==> config.mk <==
export PLATFORM = sky130hd
export DESIGN_NAME = cat_trap_engine
export DESIGN_NICKNAME = d
export VERILOG_FILES = /design/src/rtl/cat_trap_pkg.sv /design/src/rtl/btn_edge.sv /design/src/rtl/cat_trap_engine.sv
export SDC_FILE = /design/constraint.sdc
export NUM_CORES = 1
export LEC_CHECK = 0
export ABC_CLOCK_PERIOD_IN_PS = 4500
export BUFFER_PORTS_ARGS = -buffer_cell sky130_fd_sc_hd__buf_2
export CAP_MARGIN = 20
export CELL_PAD_IN_SITES_DETAIL_PLACEMENT = 1
export CELL_PAD_IN_SITES_GLOBAL_PLACEMENT = 2
export CORE_MARGIN = 10
export CORE_UTILIZATION = 35
export CTS_CLUSTER_SIZE = 40
export DETAILED_ROUTE_END_ITERATION = 16
export GPL_TIMING_DRIVEN = 0
export PLACE_DENSITY_LB_ADDON = 0.15
export SYNTH_ARGS = -nofsm -noshare
export SYNTH_HDL_FRONTEND = slang
export SYNTH_SLANG_ARGS = --single-unit
==> constraint.sdc <==
create_clock -name Clk -period 4.5 [get_ports Clk]
set_input_delay 0.45 -clock Clk [delete_from_list [all_inputs] [get_ports Clk]]
set_output_delay 0.45 -clock Clk [all_outputs]
set_load 0.02 [all_outputs]
==> src/rtl/cat_trap_pkg.sv <==
// rtl/cat_trap_pkg.sv - shared cell codes, game states and probe directions for the Cat Trap engine
//
// Purpose : Definitions shared by the engine, its sub-modules and the renderer side.
// Contents: cell codes EMPTY/BLOCK/CAT/OFF, state_t game states, neighbour probe order.
package cat_trap_pkg;

   localparam logic [1:0] EMPTY = 2'd0;
   localparam logic [1:0] BLOCK = 2'd1;
   localparam logic [1:0] CAT   = 2'd2;
   localparam logic [1:0] OFF   = 2'd3;

   typedef enum logic [2:0] {
      CLEAR = 3'd0,
      IDLE  = 3'd1,
      PLAY  = 3'd2,
      MOVE  = 3'd3,
      WIN   = 3'd4,
      LOSE  = 3'd5
   } state_t;

   // The cat tries its neighbours in this order, one per MOVE cycle.
   localparam logic [1:0] DIR_DOWN  = 2'd0;
   localparam logic [1:0] DIR_RIGHT = 2'd1;
   localparam logic [1:0] DIR_UP    = 2'd2;
   localparam logic [1:0] DIR_LEFT  = 2'd3;

endpackage

==> src/rtl/btn_edge.sv <==
// rtl/btn_edge.sv - single-bit rising-edge detector for debounced button levels
//
// Purpose: Pulses Rise for one cycle when Din is high and was low last cycle.
// Ports  : Clk, Reset (async, active-high), Din (level in), Rise (edge pulse out).
module btn_edge (
   input  logic Clk,
   input  logic Reset,
   input  logic Din,
   output logic Rise
);

   logic hist;

   always_ff @(posedge Clk or posedge Reset) begin
      if (Reset) hist <= 1'b0;
      else       hist <= Din;
   end

   assign Rise = Din & ~hist;

endmodule

==> src/rtl/cat_trap_engine.sv <==
// rtl/cat_trap_engine.sv - Cat Trap game engine: board storage, cat movement and game sequencing
//
// Purpose: ROWS x COLS board that clears itself one cell per clock, accepts block
//          placements on button edges and moves the cat one probe per cycle.
// Ports  : Clk, Reset (async, active-high); Start/Place button levels; Sel_row/Sel_col
//          placement target; Rd_row/Rd_col -> Rd_cell combinational renderer read port;
//          State, Cat_row/Cat_col, Move_count, Busy status outputs.
module cat_trap_engine
   import cat_trap_pkg::*;
#(
   parameter int ROWS  = 6,
   parameter int COLS  = 7,
   parameter int CNT_W = 8,
   parameter int ROW_W = $clog2(ROWS),
   parameter int COL_W = $clog2(COLS)
) (
   input  logic             Clk,
   input  logic             Reset,
   input  logic             Start,
   input  logic             Place,
   input  logic [ROW_W-1:0] Sel_row,
   input  logic [COL_W-1:0] Sel_col,
   input  logic [ROW_W-1:0] Rd_row,
   input  logic [COL_W-1:0] Rd_col,
   output logic [1:0]       Rd_cell,
   output logic [2:0]       State,
   output logic [ROW_W-1:0] Cat_row,
   output logic [COL_W-1:0] Cat_col,
   output logic [CNT_W-1:0] Move_count,
   output logic             Busy
);

   localparam logic [ROW_W-1:0] ROW_LAST = ROW_W'(ROWS - 1);
   localparam logic [COL_W-1:0] COL_LAST = COL_W'(COLS - 1);
   localparam logic [ROW_W-1:0] ROW_MID  = ROW_W'(ROWS / 2);
   localparam logic [COL_W-1:0] COL_MID  = COL_W'(COLS / 2);

   logic start_rise, place_rise;

   btn_edge u_start_edge (.Clk(Clk), .Reset(Reset), .Din(Start), .Rise(start_rise));
   btn_edge u_place_edge (.Clk(Clk), .Reset(Reset), .Din(Place), .Rise(place_rise));

   // Board storage is deliberately unreset; CLEAR sweeps it instead.
   logic [1:0] board [ROWS][COLS];

   state_t           state, state_n;
   logic [ROW_W-1:0] clr_row, clr_row_n, cat_row_n, nb_row, wa_row, wb_row;
   logic [COL_W-1:0] clr_col, clr_col_n, cat_col_n, nb_col, wa_col, wb_col;
   logic [CNT_W-1:0] move_count_n;
   logic [1:0]       dir, dir_n, wa_data, nb_cell, sel_cell;
   logic             we_a, we_b, rd_ok, sel_ok, place_ok, nb_border;

   assign rd_ok   = (Rd_row <= ROW_LAST) && (Rd_col <= COL_LAST);
   assign Rd_cell = rd_ok ? board[Rd_row][Rd_col] : OFF;

   assign sel_ok   = (Sel_row <= ROW_LAST) && (Sel_col <= COL_LAST);
   assign sel_cell = sel_ok ? board[Sel_row][Sel_col] : OFF;
   assign place_ok = place_rise && sel_ok && (sel_cell == EMPTY);

   // Neighbour under probe; the cat is interior in PLAY/MOVE so no wrap occurs.
   always_comb begin
      nb_row = Cat_row;
      nb_col = Cat_col;
      case (dir)
         DIR_DOWN:  nb_row = Cat_row + ROW_W'(1);
         DIR_RIGHT: nb_col = Cat_col + COL_W'(1);
         DIR_UP:    nb_row = Cat_row - ROW_W'(1);
         default:   nb_col = Cat_col - COL_W'(1);
      endcase
   end

   assign nb_cell   = board[nb_row][nb_col];
   assign nb_border = (nb_row == '0) || (nb_row == ROW_LAST) ||
                      (nb_col == '0) || (nb_col == COL_LAST);

   always_ff @(posedge Clk or posedge Reset) begin
      if (Reset) begin
         state      <= CLEAR;
         clr_row    <= '0;
         clr_col    <= '0;
         Cat_row    <= ROW_MID;
         Cat_col    <= COL_MID;
         Move_count <= '0;
         dir        <= DIR_DOWN;
      end else begin
         state      <= state_n;
         clr_row    <= clr_row_n;
         clr_col    <= clr_col_n;
         Cat_row    <= cat_row_n;
         Cat_col    <= cat_col_n;
         Move_count <= move_count_n;
         dir        <= dir_n;
      end
   end

   // Two write ports: port A clears/places/vacates, port B writes the cat.
   // Port B is applied last so it wins if both hit the same cell.
   always_comb begin
      state_n      = state;
      clr_row_n    = clr_row;
      clr_col_n    = clr_col;
      cat_row_n    = Cat_row;
      cat_col_n    = Cat_col;
      move_count_n = Move_count;
      dir_n        = dir;
      we_a         = 1'b0;
      wa_row       = clr_row;
      wa_col       = clr_col;
      wa_data      = EMPTY;
      we_b         = 1'b0;
      wb_row       = ROW_MID;
      wb_col       = COL_MID;
      case (state)
         CLEAR: begin
            we_a = 1'b1;
            if (clr_col == COL_LAST) begin
               clr_col_n = '0;
               clr_row_n = clr_row + ROW_W'(1);
            end else begin
               clr_col_n = clr_col + COL_W'(1);
            end
            if ((clr_row == ROW_LAST) && (clr_col == COL_LAST)) begin
               clr_row_n    = '0;
               we_b         = 1'b1;
               cat_row_n    = ROW_MID;
               cat_col_n    = COL_MID;
               move_count_n = '0;
               state_n      = IDLE;
            end
         end
         IDLE: begin
            if (start_rise) begin
               state_n = PLAY;
            end else if (place_ok) begin
               we_a    = 1'b1;
               wa_row  = Sel_row;
               wa_col  = Sel_col;
               wa_data = BLOCK;
            end
         end
         PLAY: begin
            if (place_ok) begin
               we_a    = 1'b1;
               wa_row  = Sel_row;
               wa_col  = Sel_col;
               wa_data = BLOCK;
               if (Move_count != '1) move_count_n = Move_count + CNT_W'(1);
               state_n = MOVE;
               dir_n   = DIR_DOWN;
            end
         end
         MOVE: begin
            if (nb_cell == EMPTY) begin
               we_a      = 1'b1;
               wa_row    = Cat_row;
               wa_col    = Cat_col;
               wa_data   = EMPTY;
               we_b      = 1'b1;
               wb_row    = nb_row;
               wb_col    = nb_col;
               cat_row_n = nb_row;
               cat_col_n = nb_col;
               state_n   = nb_border ? LOSE : PLAY;
            end else if (dir == DIR_LEFT) begin
               state_n = WIN;
            end else begin
               dir_n = dir + 2'd1;
            end
         end
         WIN, LOSE: begin
            if (start_rise) state_n = CLEAR;
         end
         default: state_n = CLEAR;
      endcase
   end

   always_ff @(posedge Clk) begin
      if (we_a) board[wa_row][wa_col] <= wa_data;
      if (we_b) board[wb_row][wb_col] <= CAT;
   end

   assign State = state;
   assign Busy  = (state == CLEAR) || (state == MOVE);

endmodule

Word-level counts from Yosys, hierarchy flattened. Memories as Yosys holds them, arrays and structs flattened. Cells that the tools add are included.

Register bits: 27. Latch bits: 0. RAM bits: 84. ROM bits: 0. Logic and storage cells: 154. Memories kept: 1.

Memories: board (words 6, bits a word 14, read ports 3, clocked after memory_dff 0, write ports 2, line cat_trap_engine.sv:44) `logic [1:0] board [ROWS][COLS];`.

Add/sub/neg operators: 8. $mul: 0. Divide/modulo/power cells: 0. $lt $le $gt $ge: 11. Eq/ne operators: 22. Shift operators: 0. Muxes and demuxes: 66. Bitwise operators: 9. Reduce and logical (&&, ||, !) cells: 28.

Operators with widths (number): two-way mux 3 bit (23); two-way mux 14 bit (2); two-way mux 2 bit (13); two-way mux 8 bit (3); one-hot mux 3 bit (2 select lines) (4); >= comparator 4 bit, second input constant (5); inverter 3 -> 4 bit (5); binary-select mux 2 bit (select 3 bit) (3); equality test 3 bit, second input constant (6); one-hot mux 3 bit (3 select lines) (2); inequality test 2 bit, second input constant (8); one-hot mux 8 bit (2 select lines) (1); one-hot mux 3 bit (5 select lines) (1); adder 3 x 1 -> 3 bit, second input constant (4); demux 2 bit (select 3 bit) (2); less-or-equal comparator 3 bit, second input constant (4); zero test 3 bit (3); adder 8 x 1 -> 8 bit, second input constant (1); < comparator 4 x 1 -> 1 bit, second input constant (2); two-way mux 1 bit (8); inequality test 8 bit, second input constant (1); AND reduction 4 bit (2); nonzero test 2 bit (4); logical AND 1 bit (7); 18 further kinds (30).

Longest topological paths before layout. Gate-level depths: netlist (run 1).

Word-level depth: 16. Depth in mapped cells: 19.

Hierarchy. Synthesis (run 1) repeated with hierarchy kept, for this count alone.

Cells, all modules: 781. Area total of the unflattened synthesis: 7166.9 um^2.

By module, submodules not included: cat_trap_engine (times used 1, cells an instance 775, area each 7081.8 um^2, seq. area each 2312.2 um^2); btn_edge (times used 2, cells an instance 3, area each 42.5 um^2, seq. area each 25.0 um^2).

Worst setup path before layout (run 1). OpenSTA, ideal clock, no wires.

Path type: register to register. Start: register Cat_col[0]. End: memory board[1][12] (netlist name). Arrival time: 4.480 ns. Path slack: -0.102 ns. Cell stages (with the launch flop): 15. Path buffers: 3. Period minus slack after synthesis: 4.602 ns. Path through: dfstp_2 clkbuf_1 inv_1 fa_1 or3b_2 o21ai_0 clkbuf_1 o21ai_0 o32ai_4 a21oi_4 a221o_1 or3_1 buf_6 or2_4 mux2_4.

RTL lines: start: declaration (line cat_trap_engine.sv:28) `output logic [COL_W-1:0] Cat_col,`; start signal: assignment (line cat_trap_engine.sv:90) `Cat_col <= cat_col_n;`; end: declaration (line cat_trap_engine.sv:44).

==> results.toml, run 1 <==
[min_path]
worstHoldPathType = "in -> async"

[placement]
place.port_buffers = 33
place_hpwl_mm = 24.67
place_congestion = 0.9642

[critical_path]
r2r_end = "board[3][4]$_SDFFE_PP0P_"
r2r.worst_path.cells = 16
crit_arrival_ps = 4690
worstReg2RegStart = "dir[0]$_DFFE_PP0P_"
critPathLaunchType = "input pin"
cp-end-kind = "register"
crit_path_max_fanout = 10
cp_data_required_time_ps = 4750
r2r_setup_slack_ps = 90
critPathKind = "in -> reg"

[global_route]
grtUsageMet1_pct = 31.36
grt_use_met3_pct = 3.473
antenna_found_initial = 0
grt_util_met2_pct = 39.66
grt.busiest_layer = "met2"
grt_max_degree = 21
track_usage_pct = 24.62
grt_pass1_wl_mm = 50.15
grt_pass1_vias = 7771
overflow = 0

[synth]
synth.most_common_cell = "o21ai_0"
yosys.area.top_type_share_pct = 23.33
avgSynthCellArea_um2 = 8.613
synthTopCellsByArea = "dfxtp_1 23%, o21ai_0 9.2%, dfrtp_1 8.0%, mux4_2 6.9%, o41ai_1 3.8%"
netlist_area_um2 = 7209
synth_seq_cells = 111
syn-num-nets = 862
post_synth_num_cell_types = 85
async_reset_ff_share_pct = 24.32
ys_warn_count = 0
synth_ff_type = "dfxtp_1"
synth_edf_count = 0
ys_seq_area_share_pct = 32.77
netlist_instances = 837
yosysTopAreaCell = "dfxtp_1"
synth_common_cells = "132 x o21ai_0, 84 x dfxtp_1, 65 x nor2_1, 62 x nand2_1, 49 x clkbuf_1"

[clocking]
insertion_delay_ps = 370
h-tree-depth = 3
ctsHoldBuffers = 0
clockBufferDepth = 2
clk_pin_slew_worst_paths_ps = 80
cts_tree = "done"
cts_buffers = 9
clockRootBuffer = "clkbuf_16"
cts.sinks = 111

[drt]
routed_wl_mm = 33.07
drc = 0
drt_pass1_iterations = 5
via_per_inst = 6.387
dr_total_vias = 7550
antenna_left = 0
route.detailed.wl_per_inst_um = 27.98
detail_route.iter0.violations = 549

[sta]
min_period_ps = 4442
fin_skew_ps = 7.607
hold_viol_final = 0
fmax_mhz = 225.1
slew_viol_final = 0
slew_headroom_pct = 36.41
period_share_pct = 98.71
finalSetupViolCount = 0
worst_pin_slew_ps = 953.8
fin_tns_setup_ps = 0

[finish]
area_growth_pct = 20.39
multi_input_area_um2 = 4887
final-seq-area_um2 = 2362
final_net_count = 932
fillCellCount = 2336
diodes = 0
drive_above_1_share_pct = 25.11

[die]
io_pins = 36
initial_core_util_pct = 35.63
fp.dieW_um = 163.5
dieArea_um2 = 26740
rows = 52
die_h_um = 163.5
core-area_um2 = 20230

[run]
drv_cap = 0

[outcome]
status = "completed"
[worst max path at each step]
| stage | end | slack, ps | from | depth (start not counted) |
|---|---|---|---|---|
| 2_1_floorplan | board[1][12]$_SDFFE_PP0P_ | 20 | Cat_col[0]$_DFFE_PP1P_ | 16 |
| 3_3_place_gp | board[2][6]$_SDFFE_PP0P_ | -1030 | dir[0]$_DFFE_PP0P_ | 16 |
| 3_5_place_dp | board[0][6]$_SDFFE_PP0P_ | -1120 | dir[0]$_DFFE_PP0P_ | 16 |
| 4_1_cts | board[1][12]$_SDFFE_PP0P_ | 2 | dir[0]$_DFFE_PP0P_ | 17 |
| 5_1_grt | board[3][4]$_SDFFE_PP0P_ | -9 | dir[0]$_DFFE_PP0P_ | 16 |
| 6_report | board[3][4]$_SDFFE_PP0P_ | 60 | Sel_row[0] | 13 |
[registers in the layout, indices dropped and copies added, names as in the netlist]
register           cells
Cat_col                3
Move_count             8
u_place_edge.hist      1
board                 84
Cat_row                3
clr_col                3
u_start_edge.hist      1
State                  3
dir                    2
clr_row                3
[metrics by stage]
step	std cells	setup slack [ps]	util, %	area (µm²)	hold WS [ps]
final	1182	58.11	42.90	8680	56.05
after global placement	1140	-1030	38.12	7714	466.8
after global routing	1182	-8.979	42.90	8680	80.99
after CTS	1172	2.317	41.50	8398	65.33
after detailed placement	1142	-1120	38.29	7749	457.6
after floorplan	837	20.16	-	7211	449.6
[logic make-up after synthesis]
group	Yosys count	synth area share [%]
simple gates	255	17.77
buf+inv	81	4.703
compound gates	316	29.94
xor+xnor	7	0.8504
fa+ha+maj	9	1.770
flops	111	32.77
mux	58	12.20
[worst max-delay path, stage by stage]
cell	delay, ps
buf_2	190
buf_2	310
buf_2	400
mux4_2	410
o2111ai_1	220
nand3_1	210
a21oi_2	310
nor2_1	270
a221o_1	460
a221o_1	340
or3_4	510
or2_4	290
mux2_1	300
[repair_timing]
item                                    in CTS  in global routing
gates resized for setup                     70                 60
endpoints found under the setup margin      90                 84
pin swaps                                    7                 16
buffers inserted                            17                 10
[routing by layer]
metal	part of all wire (%)	wire length (µm)
met3	5.6	1861
met2	47	15450
met1	42	14030
met5	0	0
met4	5.2	1731
[cell type report]
type / count / share of cell area (%)
multi-input combinational: 645 / 56.31
sequential: 111 / 27.22
timing repair buffer: 63 / 4.815
tap: 270 / 3.892
buffer: 60 / 3.719
clock buffer: 11 / 2.797
inverter: 17 / 0.7784
clock inverter: 5 / 0.4757
[cells in the final DEF, fill, tap and decap left out, types with 8 or more instances in the layout]
| cell type | count |
|---|---|
| nand3_2 | 8 |
| mux4_2 | 22 |
| buf_4 | 34 |
| clkbuf_2 | 9 |
| dfrtp_1 | 23 |
| clkbuf_16 | 9 |
| nor3_1 | 14 |
| mux2i_1 | 20 |
| nand2_1 | 60 |
| buf_2 | 40 |
| o41ai_1 | 31 |
| a21oi_1 | 22 |
| nand3_1 | 15 |
| o22ai_1 | 10 |
| o21ai_0 | 121 |
| clkbuf_1 | 28 |
| inv_1 | 15 |
| mux2_2 | 13 |
| nor2_1 | 63 |
| nand2b_1 | 15 |
| o211ai_1 | 15 |
| dfxtp_1 | 84 |
Power of run 1 is not shown: default switching activity piles up to over one toggle a cycle in this logic, so the estimate is an artifact.
==> inputs of run 2 (changes only) <==
- ABC_CLOCK_PERIOD_IN_PS: 4500 -> 4000
- clock period: 4.5 -> 4 ns (I/O delays scaled with it)
==> results.toml, run 2 (synthesized netlist as in run 1, its figures left out) <==
[drt]
drt_pass1_iterations = 5
antenna_left = 0
via_per_inst = 6.449
drc = 0
routed_wl_mm = 35.20
dr_total_vias = 7932
detail_route.iter0.violations = 719
route.detailed.wl_per_inst_um = 28.62

[critical_path]
crit_arrival_ps = 4550
critPathTopFamily = "simple AND/OR/NAND/NOR gates"
critPathSlowestCell = "or3_4"
cp_data_required_time_ps = 4250
worst_path_largest_cell_delay_ps = 510
path_buf_inv = 2
crit_path_max_fanout = 7
cp_cell_sequence = "ha_4 > buf_6 > or3_4 > and2_4 > mux4_2 > o211a_1 > o32ai_4 > buf_6 > a21oi_4 > a221o_1 > or3_4 > or2_4 > mux2_4"
critPathKind = "reg -> reg"
critPathLaunchType = "register"
cp-end-kind = "register"

[sta]
fin_tns_setup_ps = -12700
hold_viol_final = 3
worst_pin_slew_ps = 1019
slew_headroom_pct = 31.54
fmax_mhz = 232.5
fin_skew_ps = 10.76
min_period_ps = 4301
whs_ps = -1.902
fin_ws_ps = -300.7
rsz0062_at_grt = "yes"
finalSetupViolCount = 82
slew_viol_final = 0
period_share_pct = 107.5

[finish]
drive_above_1_share_pct = 35.73
fin_area_um2 = 9819
final_cell_mix = "84 x dfxtp_1, 82 x o21ai_0, 65 x buf_4, 59 x nor2_1, 59 x nand2_1"
final_common_cell = "dfxtp_1"
fin_cells = 1230
regMostFlops = "board"
largest_reg_flops = 84
diodes = 0
final_net_count = 980
area_growth_pct = 36.20
largest_registers = "board (84), Move_count (8)"
fillCellCount = 2296

[die]
rows = 52
dieArea_um2 = 26740
die_h_um = 163.5
initial_core_util_pct = 35.63
io_pins = 36
fp.dieW_um = 163.5
core-area_um2 = 20230

[clocking]
clk_pin_slew_worst_paths_ps = 80
clockBufferDepth = 2
cts_tree = "done"
cts_buffers = 9
clockRootBuffer = "clkbuf_16"
cts.sinks = 111
insertion_delay_ps = 370
h-tree-depth = 3

[outcome]
violations = "hold timing, setup timing"
status = "complete, but fails checks"

[global_route]
grt_pass1_vias = 8159
overflow = 0
antenna_found_initial = 0
grt_max_degree = 22
track_usage_pct = 25.40
grt_pass1_wl_mm = 51.63

[placement]
place.port_buffers = 33
post_dp_cell_area_um2 = 7805
place_inst = 1141
place_hpwl_mm = 24.63
place_congestion = 0.9560

[min_path]
worstHoldPathType = "in -> async"

[run]
drv_cap = 0
## run 2: changes by cell type in the layout (fill, tap and decap cells not counted), sizes merged
| cell | delta |
|---|---|
| inv | -1 |
| clkbuf | +6 |
| nor2 | +1 |
| buf | +43 |
| clkinvlp | -1 |
## run 2: worst paths after layout
kind	from	to	slack, ps	depth (start not counted)
min in group Clk	Start	u_start_edge.hist$_DFF_PP0_	150	1
min	Reset	clr_row[0]$_DFFE_PP0P_	-2	2
max reg2reg	dir[1]$_DFFE_PP0P_	board[3][4]$_SDFFE_PP0P_	-300	13
min reg2reg	board[1][9]$_DFF_P_	board[1][9]$_DFF_P_	480	2
max in group asynchronous	Reset	Cat_row[1]$_DFFE_PP1P_	3470	3
max	dir[1]$_DFFE_PP0P_	board[3][4]$_SDFFE_PP0P_	-300	13
## run 2: layer usage
metal | vias to the layer above | wire [µm] | part of all wire [%] | GRT usage [%]
met5 | - | 0 | 0 | 0
met3 | 86 | 1901 | 5.4 | 3.675
met1 | 4047 | 14480 | 41 | 30.92
li1 | 3462 | - | - | -
met4 | 0 | 1675 | 4.8 | 12.23
met2 | 337 | 17140 | 49 | 43.08
## run 2: final cells by class
| type | count | area, µm² | share of cell area (%) |
|---|---|---|---|
| clock inverters | 3 | 22.52 | 0.2294 |
| well taps | 270 | 337.8 | 3.440 |
| multi-input cells | 646 | 5429 | 55.29 |
| clock buffers | 13 | 282.8 | 2.880 |
| inverters | 17 | 68.82 | 0.7008 |
| repair buffers | 109 | 823.3 | 8.384 |
| plain buffers | 61 | 491.7 | 5.008 |
| flip-flops and latches | 111 | 2364 | 24.07 |
## run 2: timing repair
| item | CTS | global route |
|---|---|---|
| cloned | 3 | 1 |
| buffers inserted | 48 | 25 |
| endpoints found under the setup margin | 101 | 87 |
| pin swaps | 37 | 27 |
| resized for setup | 203 | 83 |
| hold buffers | 0 | 0 |
## run 2: worst reg2reg max path: stages, from the launching register on
cell and delay (ps):
dfrtp_2 440, ha_4 180, buf_6 120, or3_4 410, and2_4 210, mux4_2 470
o211a_1 280, o32ai_4 350, buf_6 160, a21oi_4 80, a221o_1 410, or3_4 510
or2_4 280, mux2_4 290
## run 2: through the flow
| step | setup WS (ps) | hold WS [ps] | utilization, % |
|---|---|---|---|
| floorplan | -111.7 | 431.4 | - |
| global placement | -1600 | 466.6 | 38.44 |
| detailed placement | -1706 | 398.6 | 38.57 |
| CTS | -285.3 | 13.08 | 45.93 |
| global route | -420.7 | 25.04 | 48.53 |
| finish | -300.7 | -1.902 | 48.53 |
Power of run 2 is left out for the same reason.
==> inputs of run 3 (changes only) <==
- SYNTH_HIERARCHICAL: not set -> 1
==> results.toml, run 3 <==
[die]
rows = 52
core-area_um2 = 20170
io_pins = 36
fp.dieW_um = 163.1
die_h_um = 163.1
dieArea_um2 = 26600
initial_core_util_pct = 35.53

[finish]
regMostFlops = "board"
diodes = 0
final_net_count = 893
final_cell_mix = "84 x dfxtp_1, 56 x nand2_1, 54 x nor2_1, 50 x o21ai_0, 36 x nand2_4"
largest_reg_flops = 84
largest_registers = "board (84), Move_count (8)"
drive_above_1_share_pct = 35.51
fillCellCount = 2278
finish.utilization_pct = 46.04
final_common_cell = "dfxtp_1"
area_growth_pct = 29.56

[global_route]
overflow = 0
grt_use_met3_pct = 4.933
grt_pass1_vias = 7253
grt_max_degree = 26
grt_pass1_wl_mm = 46.29
grt.busiest_layer = "met2"
track_usage_pct = 23.07
grtUsageMet1_pct = 28.99
antenna_found_initial = 0
grt_util_met2_pct = 37.73

[critical_path]
r2r_setup_slack_ps = -460
path_buf_inv = 3
cp-end-kind = "register"
cp.depth = 16
worst_path_largest_cell_delay_ps = 580
r2r.worst_path.cells = 16
critPathTopFamily = "compound AO/OA/AOI/OAI gates"
critPathKind = "reg -> reg"
critPathSlowestCell = "mux4_2"
critPathLaunchType = "register"
crit_path_max_fanout = 7
cp_data_required_time_ps = 4260
crit_arrival_ps = 4730
cp_cell_sequence = "ha_4 > fa_1 > buf_6 > o21ai_4 > and2_4 > mux4_2 > a2111o_1 > a211o_1 > nand3b_1 > buf_4 > nor2_4 > a221o_2 > nor3_4 > buf_12 > nand2_4 > mux2_4"

[drt]
dr_total_vias = 6881
via_per_inst = 6.020
routed_wl_mm = 31.09
detail_route.iter0.violations = 459
route.detailed.wl_per_inst_um = 27.20
drc = 0
antenna_left = 0
drt_pass1_iterations = 5

[placement]
place_congestion = 0.9402
place_hpwl_mm = 22.55
place.port_buffers = 30

[synth]
avgSynthCellArea_um2 = 9.177
synth_seq_cells = 111
yosys.area.top_type_share_pct = 23.46
netlist_instances = 781
yosysTopAreaCell = "dfxtp_1"
async_reset_ff_share_pct = 24.32
synth_common_cells = "99 x nand2_1, 84 x dfxtp_1, 60 x nor2_1, 54 x o21ai_0, 36 x clkbuf_1"
ys_seq_area_share_pct = 32.96
netlist_area_um2 = 7167
post_synth_num_cell_types = 81
syn-num-nets = 806
ys_warn_count = 6
synthTopCellsByArea = "dfxtp_1 23%, mux4_2 8.8%, dfrtp_1 8.0%, nand2_1 5.2%, a22o_1 4.2%"
synth_edf_count = 0
synth_ff_type = "dfxtp_1"
synth.most_common_cell = "nand2_1"

[sta]
finalSetupViolCount = 87
fin_ws_ps = -462.8
hold_viol_final = 0
fin_skew_ps = 11.01
min_period_ps = 4463
slew_headroom_pct = 30.48
rsz0062_at_grt = "yes"
slew_viol_final = 0
fmax_mhz = 224.1
period_share_pct = 111.6
worst_pin_slew_ps = 1039
whs_ps = 141.0

[outcome]
status = "complete, but fails checks"
violations = "setup timing"

[min_path]
worstHoldPathType = "in -> reg"
min_delay_path_depth = 1

[clocking]
h-tree-depth = 3
clk_pin_slew_worst_paths_ps = 80
cts_tree = "done"
clockBufferDepth = 2
cts.sinks = 111
clockRootBuffer = "clkbuf_16"
insertion_delay_ps = 370
cts_buffers = 9

[power]
vdd_ir_drop_max_uv = 340.3
power_density_nw_per_um2 = 580.3
p_leak_nw = 4.063

[run]
drv_cap = 0
==> run 3: logic make-up after synthesis <==
kind of cell	synth area share [%]
fa+ha+maj	1.781
flops	32.96
mux	20.09
simple gates	19.36
compound gates	20.57
xor+xnor	0.9777
buf+inv	4.260
==> run 3: repair_timing <==
action,CTS,global route
gates cloned,1,0
setup endpoints to repair,95,95
pin swaps,35,40
resized for setup,114,69
buffers inserted,28,19
hold buffers,1,0
hold endpoints to repair,2,0
==> run 3: power breakdown <==
part | leakage [nW] | internal, mW | switching (mW)
registers | 1.03 | 1.17 | 0.0589
clock network | 0.147 | 0.488 | 0.495
logic | 2.89 | 1.23 | 1.94
==> run 3: final timing paths <==
check	startpoint	to
min in group asynchronous	Reset	u_place_edge/hist$_DFF_PP0_
max in group asynchronous	Reset	Cat_row[1]$_DFFE_PP1P_
setup reg to reg	dir[1]$_DFFE_PP0P_	board[1][12]$_SDFFE_PP0P_
hold reg to reg	board[3][1]$_DFF_P_	board[3][1]$_DFF_P_
setup / recovery	dir[1]$_DFFE_PP0P_	board[1][12]$_SDFFE_PP0P_
hold / removal	Start	u_start_edge/hist$_DFF_PP0_
==> run 3: cell type report <==
type	count	area [µm²]	area share, %
well taps	270	337.8	3.638
repair buffers	82	699.4	7.533
inverters	26	97.59	1.051
multi-input cells	597	5269	56.74
clock inverters	4	33.78	0.3638
clock buffers	12	267.8	2.884
flip-flops and latches	111	2362	25.44
plain buffers	41	217.7	2.345
==> run 3: stage by stage <==
step | cell area (µm²) | setup TNS (ps) | power [mW] | instances | worst slack [ps]
after CTS | 8875 | -26180 | 5.013 | 1124 | -413.7
after global placement | 7828 | -136290 | 3.503 | 1081 | -2013
after global routing | 9285 | -42300 | 5.604 | 1143 | -580.9
after detailed placement | 7856 | -136980 | 3.553 | 1084 | -1817
after floorplan | 7340 | -10020 | 2.791 | 781 | -223.9
final | 9285 | -31150 | 5.388 | 1143 | -462.8
==> run 3: metal layers <==
metal / wire [µm] / vias to the layer above
met5: 0 / -
met4: 876 / 0
met3: 1760 / 66
met2: 15010 / 236
met1: 13440 / 3488
li1: - / 3091
(Power assumes the default switching activity.)
